[config.mk]
export PLATFORM = sky130hd
export DESIGN_NAME = mem_stage
export DESIGN_NICKNAME = d
export VERILOG_FILES = /design/src/rtl/mem_stage.sv
export SDC_FILE = /design/constraint.sdc
export NUM_CORES = 1
export LEC_CHECK = 0
export BUFFER_PORTS_ARGS = -buffer_cell sky130_fd_sc_hd__clkbuf_2
export CORE_MARGIN = 2
export CORE_UTILIZATION = 27
export DETAILED_ROUTE_END_ITERATION = 6
export PLACE_DENSITY = 0.48
export RECOVER_POWER = 100
export SYNTH_ARGS = -nofsm -noshare
export SYNTH_HDL_FRONTEND = slang
export SYNTH_SLANG_ARGS = --single-unit
[constraint.sdc]
create_clock -name clk_in -period 1.6 [get_ports clk_in]
set_input_delay 0.24 -clock clk_in [delete_from_list [all_inputs] [get_ports clk_in]]
set_output_delay 0.24 -clock clk_in [all_outputs]
set_load 0.02 [all_outputs]
[src/rtl/mem_stage.sv]
// Memory-access stage: runs load/store transactions on a req/ack data bus and
// registers results into the MEM/WB boundary, stalling upstream while a request is open.
module mem_stage #(
    parameter int WIDTH = 32,
    parameter int INDEX = 5
) (
    input  logic                 clk_in,
    input  logic                 rst_n_in,
    input  logic                 valid_in,
    input  logic                 mem_read_in,
    input  logic                 mem_write_in,
    input  logic                 reg_write_in,
    input  logic [2:0]           funct3_in,
    input  logic [INDEX-1:0]     rd_in,
    input  logic [WIDTH-1:0]     alu_res_in,
    input  logic [WIDTH-1:0]     rs2_data_in,
    output logic                 stall_out,
    output logic                 dmem_req_out,
    output logic                 dmem_we_out,
    output logic [WIDTH-1:0]     dmem_addr_out,
    output logic [WIDTH/8-1:0]   dmem_be_out,
    output logic [WIDTH-1:0]     dmem_wdata_out,
    input  logic                 dmem_ack_in,
    input  logic [WIDTH-1:0]     dmem_rdata_in,
    output logic                 wb_valid_out,
    output logic                 wb_reg_write_out,
    output logic [INDEX-1:0]     wb_rd_out,
    output logic [WIDTH-1:0]     wb_data_out,
    output logic                 misalign_out
);

    localparam logic [0:0] IDLE = 1'b0;
    localparam logic [0:0] WAIT = 1'b1;

    logic [0:0]         state_q;

    logic               req_q;
    logic               we_q;
    logic [WIDTH-1:0]   addr_q;
    logic [3:0]         be_q;
    logic [WIDTH-1:0]   wdata_q;
    logic [INDEX-1:0]   rd_q;
    logic [2:0]         funct3_q;
    logic               reg_write_q;

    logic               memop;
    logic               size_b;
    logic               size_h;
    logic               size_w;
    logic               misaligned;
    logic               accept;
    logic               ack_hit;
    logic [3:0]         be_next;
    logic [WIDTH-1:0]   wdata_next;
    logic [7:0]         byte_sel;
    logic [15:0]        half_sel;
    logic [WIDTH-1:0]   load_data;

    // Undefined sizes (011, 110, 111) fall through to word handling.
    always_comb begin
        memop   = valid_in & (mem_read_in | mem_write_in);
        size_b  = (funct3_in[1:0] == 2'b00);
        size_h  = (funct3_in[1:0] == 2'b01);
        size_w  = ~size_b & ~size_h;
        misaligned = (size_h & alu_res_in[0]) | (size_w & (alu_res_in[1:0] != 2'b00));
        accept  = (state_q == IDLE) & memop & ~misaligned;
        ack_hit = (state_q == WAIT) & dmem_ack_in;
        stall_out = (state_q == IDLE) ? accept : ~dmem_ack_in;
    end

    always_comb begin
        be_next    = 4'b1111;
        wdata_next = rs2_data_in;
        if (size_b) begin
            be_next    = 4'b0001 << alu_res_in[1:0];
            wdata_next = {4{rs2_data_in[7:0]}};
        end else if (size_h) begin
            be_next    = 4'b0011 << {alu_res_in[1], 1'b0};
            wdata_next = {2{rs2_data_in[15:0]}};
        end
    end

    // Lane selection uses the latched address so the bus word can arrive any cycle.
    always_comb begin
        byte_sel = dmem_rdata_in[7:0];
        case (addr_q[1:0])
            2'b00:   byte_sel = dmem_rdata_in[7:0];
            2'b01:   byte_sel = dmem_rdata_in[15:8];
            2'b10:   byte_sel = dmem_rdata_in[23:16];
            default: byte_sel = dmem_rdata_in[31:24];
        endcase
        half_sel = addr_q[1] ? dmem_rdata_in[31:16] : dmem_rdata_in[15:0];
        case (funct3_q)
            3'b000:  load_data = {{(WIDTH-8){byte_sel[7]}}, byte_sel};
            3'b100:  load_data = {{(WIDTH-8){1'b0}}, byte_sel};
            3'b001:  load_data = {{(WIDTH-16){half_sel[15]}}, half_sel};
            3'b101:  load_data = {{(WIDTH-16){1'b0}}, half_sel};
            default: load_data = dmem_rdata_in;
        endcase
    end

    always_ff @(posedge clk_in or negedge rst_n_in) begin
        if (!rst_n_in) begin
            state_q     <= IDLE;
            req_q       <= 1'b0;
            we_q        <= 1'b0;
            addr_q      <= '0;
            be_q        <= '0;
            wdata_q     <= '0;
            rd_q        <= '0;
            funct3_q    <= '0;
            reg_write_q <= 1'b0;
        end else if (accept) begin
            state_q     <= WAIT;
            req_q       <= 1'b1;
            we_q        <= mem_write_in;
            addr_q      <= alu_res_in;
            be_q        <= be_next;
            wdata_q     <= wdata_next;
            rd_q        <= rd_in;
            funct3_q    <= funct3_in;
            reg_write_q <= reg_write_in;
        end else if (ack_hit) begin
            state_q <= IDLE;
            req_q   <= 1'b0;
        end
    end

    always_ff @(posedge clk_in or negedge rst_n_in) begin
        if (!rst_n_in) begin
            wb_valid_out     <= 1'b0;
            wb_reg_write_out <= 1'b0;
            wb_rd_out        <= '0;
            wb_data_out      <= '0;
            misalign_out     <= 1'b0;
        end else if (state_q == IDLE) begin
            if (memop && misaligned) begin
                wb_valid_out     <= 1'b1;
                wb_reg_write_out <= 1'b0;
                wb_rd_out        <= rd_in;
                wb_data_out      <= alu_res_in;
                misalign_out     <= 1'b1;
            end else if (memop) begin
                wb_valid_out     <= 1'b0;
                wb_reg_write_out <= 1'b0;
                misalign_out     <= 1'b0;
            end else begin
                wb_valid_out     <= valid_in;
                wb_reg_write_out <= reg_write_in;
                wb_rd_out        <= rd_in;
                wb_data_out      <= alu_res_in;
                misalign_out     <= 1'b0;
            end
        end else if (dmem_ack_in) begin
            // Stores report their address on write-back but never write rd.
            wb_valid_out     <= 1'b1;
            wb_reg_write_out <= reg_write_q & ~we_q;
            wb_rd_out        <= rd_q;
            wb_data_out      <= we_q ? addr_q : load_data;
            misalign_out     <= 1'b0;
        end else begin
            wb_valid_out     <= 1'b0;
            wb_reg_write_out <= 1'b0;
            misalign_out     <= 1'b0;
        end
    end

    assign dmem_req_out   = req_q;
    assign dmem_we_out    = we_q;
    assign dmem_addr_out  = {addr_q[WIDTH-1:2], 2'b00};
    assign dmem_be_out    = be_q;
    assign dmem_wdata_out = wdata_q;

endmodule

# Word level (Yosys, flattened, before mapping)
# Index checks and enable logic that the tools add are counted.
[totals]
output_inout_bits = 111
inputBits = 111
register_bits = 119
[op_classes]
shift = 2
eq_ne = 8
bitwise_logic = 16
reduce_logical = 7
n_mux = 29
[op_table]
columns = ["cell", "count"]
rows = [
  ["2-to-1 mux 32 bit", 7],
  ["one-hot mux 32 bit (4 select lines)", 1],
  ["one-hot mux 8 bit (3 select lines)", 1],
  ["2-to-1 mux 5 bit", 4],
  ["2-to-1 mux 16 bit", 1],
  ["2-to-1 mux 1 bit", 13],
  ["AND 1 bit", 8],
  ["2-to-1 mux 4 bit", 2],
  ["equality test 3 bit, second input constant", 2],
  ["NOT 1 bit", 6],
  ["equality test 2 x 1 -> 1 bit, second input constant", 2],
  ["zero test 2 bit", 2],
  ["nonzero test 2 bit", 2],
  ["<< shifter 1 x 2 -> 4 bit, first input constant", 1],
  ["<< shifter 2 x 2 -> 4 bit, first input constant", 1],
  ["equality test 3 x 1 -> 1 bit, second input constant", 1],
  ["zero test 3 bit", 1],
  ["inequality test 3 x 2 -> 1 bit, second input constant", 1],
  ["equality test 2 bit, second input constant", 1],
  ["inequality test 2 bit, second input constant", 1],
  ["OR 1 bit", 2],
  ["AND reduction 2 bit", 1],
  ["logical AND 1 bit", 1],
]

# Logic depth before layout (Yosys ltp)
# Gate-level depths: netlist of the first run.
[depth]
depth_word = 8
ltp_mapped = 8
ltp_nobuf = 4

# Least setup slack after synthesis of the first run
# Ideal clock, no wire load.
[synth_path]
kind = "reg-to-output"
start = "register dmem_req_out (netlist name)"
end = "output stall_out"
stages_incl_launch_ff = 6
setup_slack_ps = -174
t_arrival_ps = 1534
n_path_buf = 2
path_cell_list = "dfrtp_1 nor2b_1 clkbuf_1 a41oi_2 clkbuf_1 inv_1"
[synth_lines]
columns = ["item", "line", "source"]
rows = [
  ["to (decl)", "17", "output logic stall_out,"],
]

==> results of run 1 <==
[critical path: stages, from the launching register on]
cell and delay, ns:
dfrtp_2 0.44, buf_6 0.15, nor4_4 0.28, buf_4 0.19, buf_12 0.15, clkbuf_16 0.15
mux2_4 0.29
[stage by stage]
step	setup WS (ns)	util (%)	total power [uW]
finish	-0.159	40.1	13400
global route	-0.219	40.1	14100
CTS	-0.191	38.6	13200
detailed placement	-0.267	34.9	9000
global placement	-0.207	34.9	8960
floorplan	-0.0798	-	7330
[layout make-up]
class,count,share of cell area (%)
Clock buffer,18,4.53
Sequential cell,119,31.5
Tap cell,319,4.22
Multi-Input combinational cell,437,34.4
Inverter,14,0.635
Clock inverter,14,1.84
Antenna cell,1,0.0264
Timing Repair Buffer,306,22.8
[logic make-up after synthesis]
family          Yosys count
compound gates          221
xor+xnor                  2
buf+inv                 102
flops                   119
mux                      87
other cells               1
simple gates            125
[Yosys cell counts, drive strengths merged (2+ instances only)]
library cell / n
o31ai: 10
nand4: 8
a31o: 17
dfrtp: 119
nor2b: 12
a221o: 9
nor4: 2
o211ai: 6
and2: 2
nand2: 27
inv: 14
a32oi: 8
a21oi: 81
o221ai: 2
nand3b: 2
o21a: 2
a211o: 6
nand2b: 2
mux2i: 36
or2: 2
buf: 58
a31oi: 10
nor2: 57
clkbuf: 30
o21ai: 62
and3b: 8
mux2: 50
[sequential cells by signal, indices dropped and copies added, names as in the netlist]
signal,count
addr_q,32
dmem_be_out,4
dmem_req_out,1
dmem_wdata_out,32
dmem_we_out,1
funct3_q,3
misalign_out,1
rd_q,5
reg_write_q,1
wb_data_out,32
wb_rd_out,5
wb_reg_write_out,1
wb_valid_out,1
[repair_timing]
action | in CTS | in global routing
hold buffers | 1 | 0
buffers inserted | 11 | 5
cloned | 3 | 4
hold endpoints to repair | 15 | 0
resized for setup | 19 | 79
setup endpoints to repair | 82 | 109
pin swaps | 2 | 6
[metal layers]
layer	up-vias	global-route usage, %
met5	-	0
met4	0	5.66
met3	23	4.68
met2	176	30.0
met1	2904	23.3
li1	2830	-
[path summary, 6_finish.rpt]
path / end / slack [ns] / cells past startpoint
max: dmem_wdata_out[31] / -0.16 / 6
min: addr_q[15] / 0.05 / 3
max reg2reg: dmem_wdata_out[31] / -0.16 / 6
min reg2reg: rd_q[3] / 0.49 / 1
max in group asynchronous: addr_q[0] / 0.08 / 3
min in group asynchronous: addr_q[9] / 0.57 / 2
[where the power goes]
group	internal [uW]	switching (uW)
clock network	2460	1540
registers	3780	578
logic	2210	2840
total	8460	4950
==> impl_metrics.csv, run 1 <==
group,metric,value,unit
power,powerDensity,1420,mW/mm2
clocking,cts_buffers,17,
sta,hold_violations,0,
layout,regArea,0.00298,mm2
synthesis,synth_area_leaders,"dfrtp_1, a21oi_1, mux2_1",
detailed_routing,top_layer_used,"met4",
synthesis,synth_seq_cells,119,
status,status,"finished with violations",
sta,setup_viol,75,
floorplan,row_count,56,
synthesis,syn_inst,657,
sta,finalClockSkew,0.0109,ns
sta,fin_crit_sh,110,%
setup_path,critPathLaunch,"dmem_req_out",
floorplan,ioPinCount,222,
synthesis,yosysUniqueCellTypes,50,
layout,drive_gt1_share,47.6,%
clocking,insertion_delay,0.42,ns
status,violations,"setup timing",
clocking,clk_pin_slew,0.06,ns
detailed_routing,ant_nets,0,
floorplan,initial_core_util,27.7,%
power,vdd_drop_max,647,uV
run,drv_cap,0,
place,gp_congestion,0.812,
layout,final_cell_mix,"clkbuf_2, dfrtp_1, a21oi_1, o21ai_0, buf_4",
setup_path,crit_path_max_fanout,7,
synthesis,synth.yosys.seq_area_share,45.5,%
detailed_routing,drt-met1-wl,10.6,mm
grt,gr-usage-all-layers,18.2,%
sta,tightestPinTransition,1.15,ns
clocking,cts.sinks,119,
layout,multi_input_area,0.00326,mm2
detailed_routing,drt-pass1-iter-count,4,
setup_path,required,1.90,ns
setup_path,endpoint_kind,"register",
detailed_routing,wl_per_cell,19.3,um
layout,final_area,0.00947,mm2
layout,syn_to_final_growth,44.7,%
detailed_routing,drtIter0Drc,341,
sta,rsz0062_at_grt,"true",
grt,grt_pass1_wl,35.8,mm
place,dp_cells,1173,
synthesis,synthMuxAreaShare,14.5,%
floorplan,die_w,160,um
sta,slew_viol_final,0,
floorplan,die_h,160,um
sta,slew_headroom,23.6,%
synthesis,synth-async-reset-ratio,100,%
synthesis,synth_area,0.00654,mm2
synthesis,syn_area_per_cell,9.96,um2
detailed_routing,wl_met3,1.29,mm
synthesis,synth_compound_area_share,21.4,%
detailed_routing,drt-total-wl,23.7,mm
sta,timing.hold.ws,0.0541,ns
synthesis,synthAdderAreaFrac,0,%
place,dpl.hpwl,16.9,mm
layout,fin_cells,1228,
power,leakagePower,0.00438,uW
layout,finalNetCount,1006,
floorplan,core-area,0.0236,mm2
layout,fillCellCount,2370,
setup_path,critical_path_class,"register to register",
clocking,clock-root-buffer,"clkbuf_16",
detailed_routing,wl_met2,11.4,mm
synthesis,synth_top_cell_area_share,45.5,%
sta,finalSetupTns,-8.50,ns
setup_path,start_kind,"register",
synthesis,synth_edf_count,0,
layout,final_common_cell,"clkbuf_2",
detailed_routing,drcViolationCount,0,
detailed_routing,vias,5933,
setup_path,arrival,2.06,ns
synthesis,ys.warnings.count,0,
clocking,clockBufferDepth,2,
synthesis,ys.flop_type,"dfrtp_1",
synthesis,synth_top_cell_by_area,"dfrtp_1",
grt,grt_max_degree,44,
grt,grt_pass1_vias,6150,
sta,worst_slack,-0.159,ns
min_path,hold_start,"alu_res_in[15]",
place,portBuffers,219,
clocking,cts_tree,"done",
grt,grt-ovfl-total,0,
synthesis,synth_top_family_by_area,"compound AO/OA/AOI/OAI gates",
synthesis,synth_xor_area_share,0.268,%
floorplan,dieArea,0.0255,mm2
place,dpl_cell_area,0.00824,mm2
sta,min_period,1.76,ns
setup_path,r2r_start,"dmem_req_out",
grt,antenna_found_initial,1,
synthesis,synth-simple-area-share,9.32,%
sta,clock.fmax,0.568,GHz
detailed_routing,vias_per_cell,4.83,
min_path,hp-class,"input port to register",
clocking,cts_max_level,4,
No activity file was read; power rests on OpenSTA's default activity.
==> inputs of run 2 (changes only) <==
--- a/config.mk
+++ b/config.mk
@@ -6,10 +6,10 @@
 export NUM_CORES = 1
 export LEC_CHECK = 0
 export BUFFER_PORTS_ARGS = -buffer_cell sky130_fd_sc_hd__clkbuf_2
-export CORE_MARGIN = 2
-export CORE_UTILIZATION = 27
+export CORE_MARGIN = 8
+export CORE_UTILIZATION = 46
 export DETAILED_ROUTE_END_ITERATION = 6
-export PLACE_DENSITY = 0.48
+export PLACE_DENSITY = 0.75
 export RECOVER_POWER = 100
 export SYNTH_ARGS = -nofsm -noshare
 export SYNTH_HDL_FRONTEND = slang
==> run 2 against run 1 <==
The run still ends with setup timing left. Clock-buffer cell count is 5 higher. Core utilization is 26 points higher. Non-clock buffer count is 2 lower. Power is 1.0% higher. Maximum frequency is 0.29% higher. Clock power is 6.5% higher. Worst hold slack hardly changed. Largest cell class unchanged.
==> impl_metrics.csv, run 2 (same netlist as run 1, synthesis figures left out) <==
group,metric,value,unit
floorplan,ioPinCount,222,
floorplan,initial_core_util,47.1,%
clocking,cts.sinks,119,
detailed_routing,wl_per_cell,21.3,um
setup_path,critPathLaunch,"addr_q[1]",
status,violations,"setup timing",
sta,tightestPinTransition,1.01,ns
layout,n_antenna_cell,0,
setup_path,crit_chain,"mux4_2, nand3b_1, buf_12, a32oi_1, a221o_1",
grt,grt-ovfl-total,0,
min_path,hp-class,"input port to register",
power,powerDensity,1470,mW/mm2
setup_path,required,1.89,ns
detailed_routing,drcViolationCount,0,
floorplan,die_w,135,um
grt,grt_pass1_wl,33.8,mm
place,dpl.hpwl,15.9,mm
layout,drive_gt1_share,35.4,%
place,dp_cells,1030,
detailed_routing,vias,6318,
sta,min_period,1.75,ns
sta,setup_viol,68,
setup_path,start_kind,"register",
sta,fin_crit_sh,110,%
floorplan,die_h,135,um
grt,antenna_found_initial,1,
detailed_routing,drtIter0Drc,444,
clocking,clockBufferDepth,2,
run,drv_cap,0,
setup_path,cp_top_family,"multiplexers",
clocking,cts_max_level,4,
detailed_routing,vias_per_cell,5.82,
detailed_routing,drt-total-wl,23.1,mm
layout,finalNetCount,1004,
place,portBuffers,219,
layout,fillCellCount,1148,
min_path,hold_start,"alu_res_in[5]",
layout,fin_cells,1085,
grt,gr-usage-all-layers,23.5,%
sta,finalClockSkew,0.00655,ns
setup_path,r2r_start,"addr_q[1]",
layout,final_util,66.2,%
clocking,cts_buffers,17,
grt,grt_pass1_vias,6445,
sta,slew_headroom,32.6,%
floorplan,row_count,43,
clocking,clk_pin_slew,0.05,ns
detailed_routing,ant_nets,0,
sta,finalSetupTns,-3.24,ns
setup_path,arrival,2.04,ns
place,gp_congestion,0.859,
setup_path,cp_slowest_cell,"mux4_2",
sta,rsz0062_at_grt,"true",
sta,clock.fmax,0.570,GHz
power,leakagePower,0.00408,uW
layout,final_common_cell,"dfrtp_1",
layout,final_cell_mix,"dfrtp_1, clkbuf_2, clkbuf_1, a21oi_1, nor2_1",
grt,grt_max_degree,72,
sta,hold_violations,0,
setup_path,crit_path_max_fanout,8,
clocking,insertion_delay,0.41,ns
layout,syn_to_final_growth,40.6,%
sta,worst_slack,-0.154,ns
setup_path,endpoint_kind,"register",
setup_path,crit_buf_inv,1,
status,status,"finished with violations",
clocking,clock-root-buffer,"clkbuf_16",
power,vdd_drop_max,793,uV
clocking,cts_tree,"done",
floorplan,core-area,0.0139,mm2
sta,slew_viol_final,0,
setup_path,critical_path_class,"register to register",
detailed_routing,drt-pass1-iter-count,5,
setup_path,max_stage_delay,0.52,ns
floorplan,dieArea,0.0183,mm2
[run 2: worst paths after layout]
| kind | depth (start not counted) | to | slack, ns |
|---|---|---|---|
| setup reg to reg | 5 | wb_data_out[12] | -0.15 |
| min in group asynchronous | 3 | wb_rd_out[1] | 0.54 |
| setup / recovery | 5 | wb_data_out[12] | -0.15 |
| hold / removal | 2 | addr_q[5] | 0.05 |
| max in group asynchronous | 3 | dmem_we_out | 0.20 |
| hold reg to reg | 1 | rd_q[3] | 0.49 |
[run 2: layout make-up]
type	instances	area (um2)	share of cell area, %
Inverter	14	61.3	0.667
Timing Repair Buffer	304	2000	21.7
Clock buffer	23	488	5.31
Clock inverter	8	168	1.82
Tap cell	180	225	2.45
Sequential cell	119	2980	32.4
Multi-Input combinational cell	437	3280	35.6
[run 2: repair_timing]
action / 4_1_cts / 5_1_grt
endpoints found under the hold margin: 115 / 0
pin swaps: 4 / 14
gates cloned: 2 / 7
hold buffers: 1 / 0
endpoints found under the setup margin: 39 / 85
buffers inserted: 9 / 5
resized for setup: 31 / 55
[run 2: report_power, final]
group	total [uW]	switching, uW	internal (uW)	leakage (uW)
Clock	4260	1340	2920	0.000319
Combinational	4940	2910	2040	0.00237
Sequential	4350	565	3790	0.00139
[run 2: layer usage]
| metal | vias to the layer above | routed length (um) | GRT usage (%) |
|---|---|---|---|
| li1 | 2823 | - | - |
| met1 | 3102 | 8860 | 27.5 |
| met2 | 324 | 11300 | 38.7 |
| met3 | 67 | 2280 | 8.79 |
| met4 | 2 | 720 | 8.33 |
| met5 | - | 13 | 0 |
[run 2: per-stage QoR]
stage	hold WS (ns)	total power, uW	worst slack (ns)	cell area, um2
after floorplan	-0.0556	7330	-0.0798	6640
after global placement	0.300	8770	-0.105	7990
after detailed placement	0.297	8870	-0.154	7990
after CTS	0.0416	13400	-0.165	8890
after global routing	0.0574	14200	-0.210	9200
final	0.0545	13600	-0.154	9200
[run 2: worst register-to-register path: cells and delay by family, from the launching register on]
kind                   cells  cell delay, ns
buffers and inverters      1            0.14
muxes                      1            0.52
AOI/OAI and AO/OA          2            0.41
and+or+nand+nor            1            0.16
DFF                        1            0.40
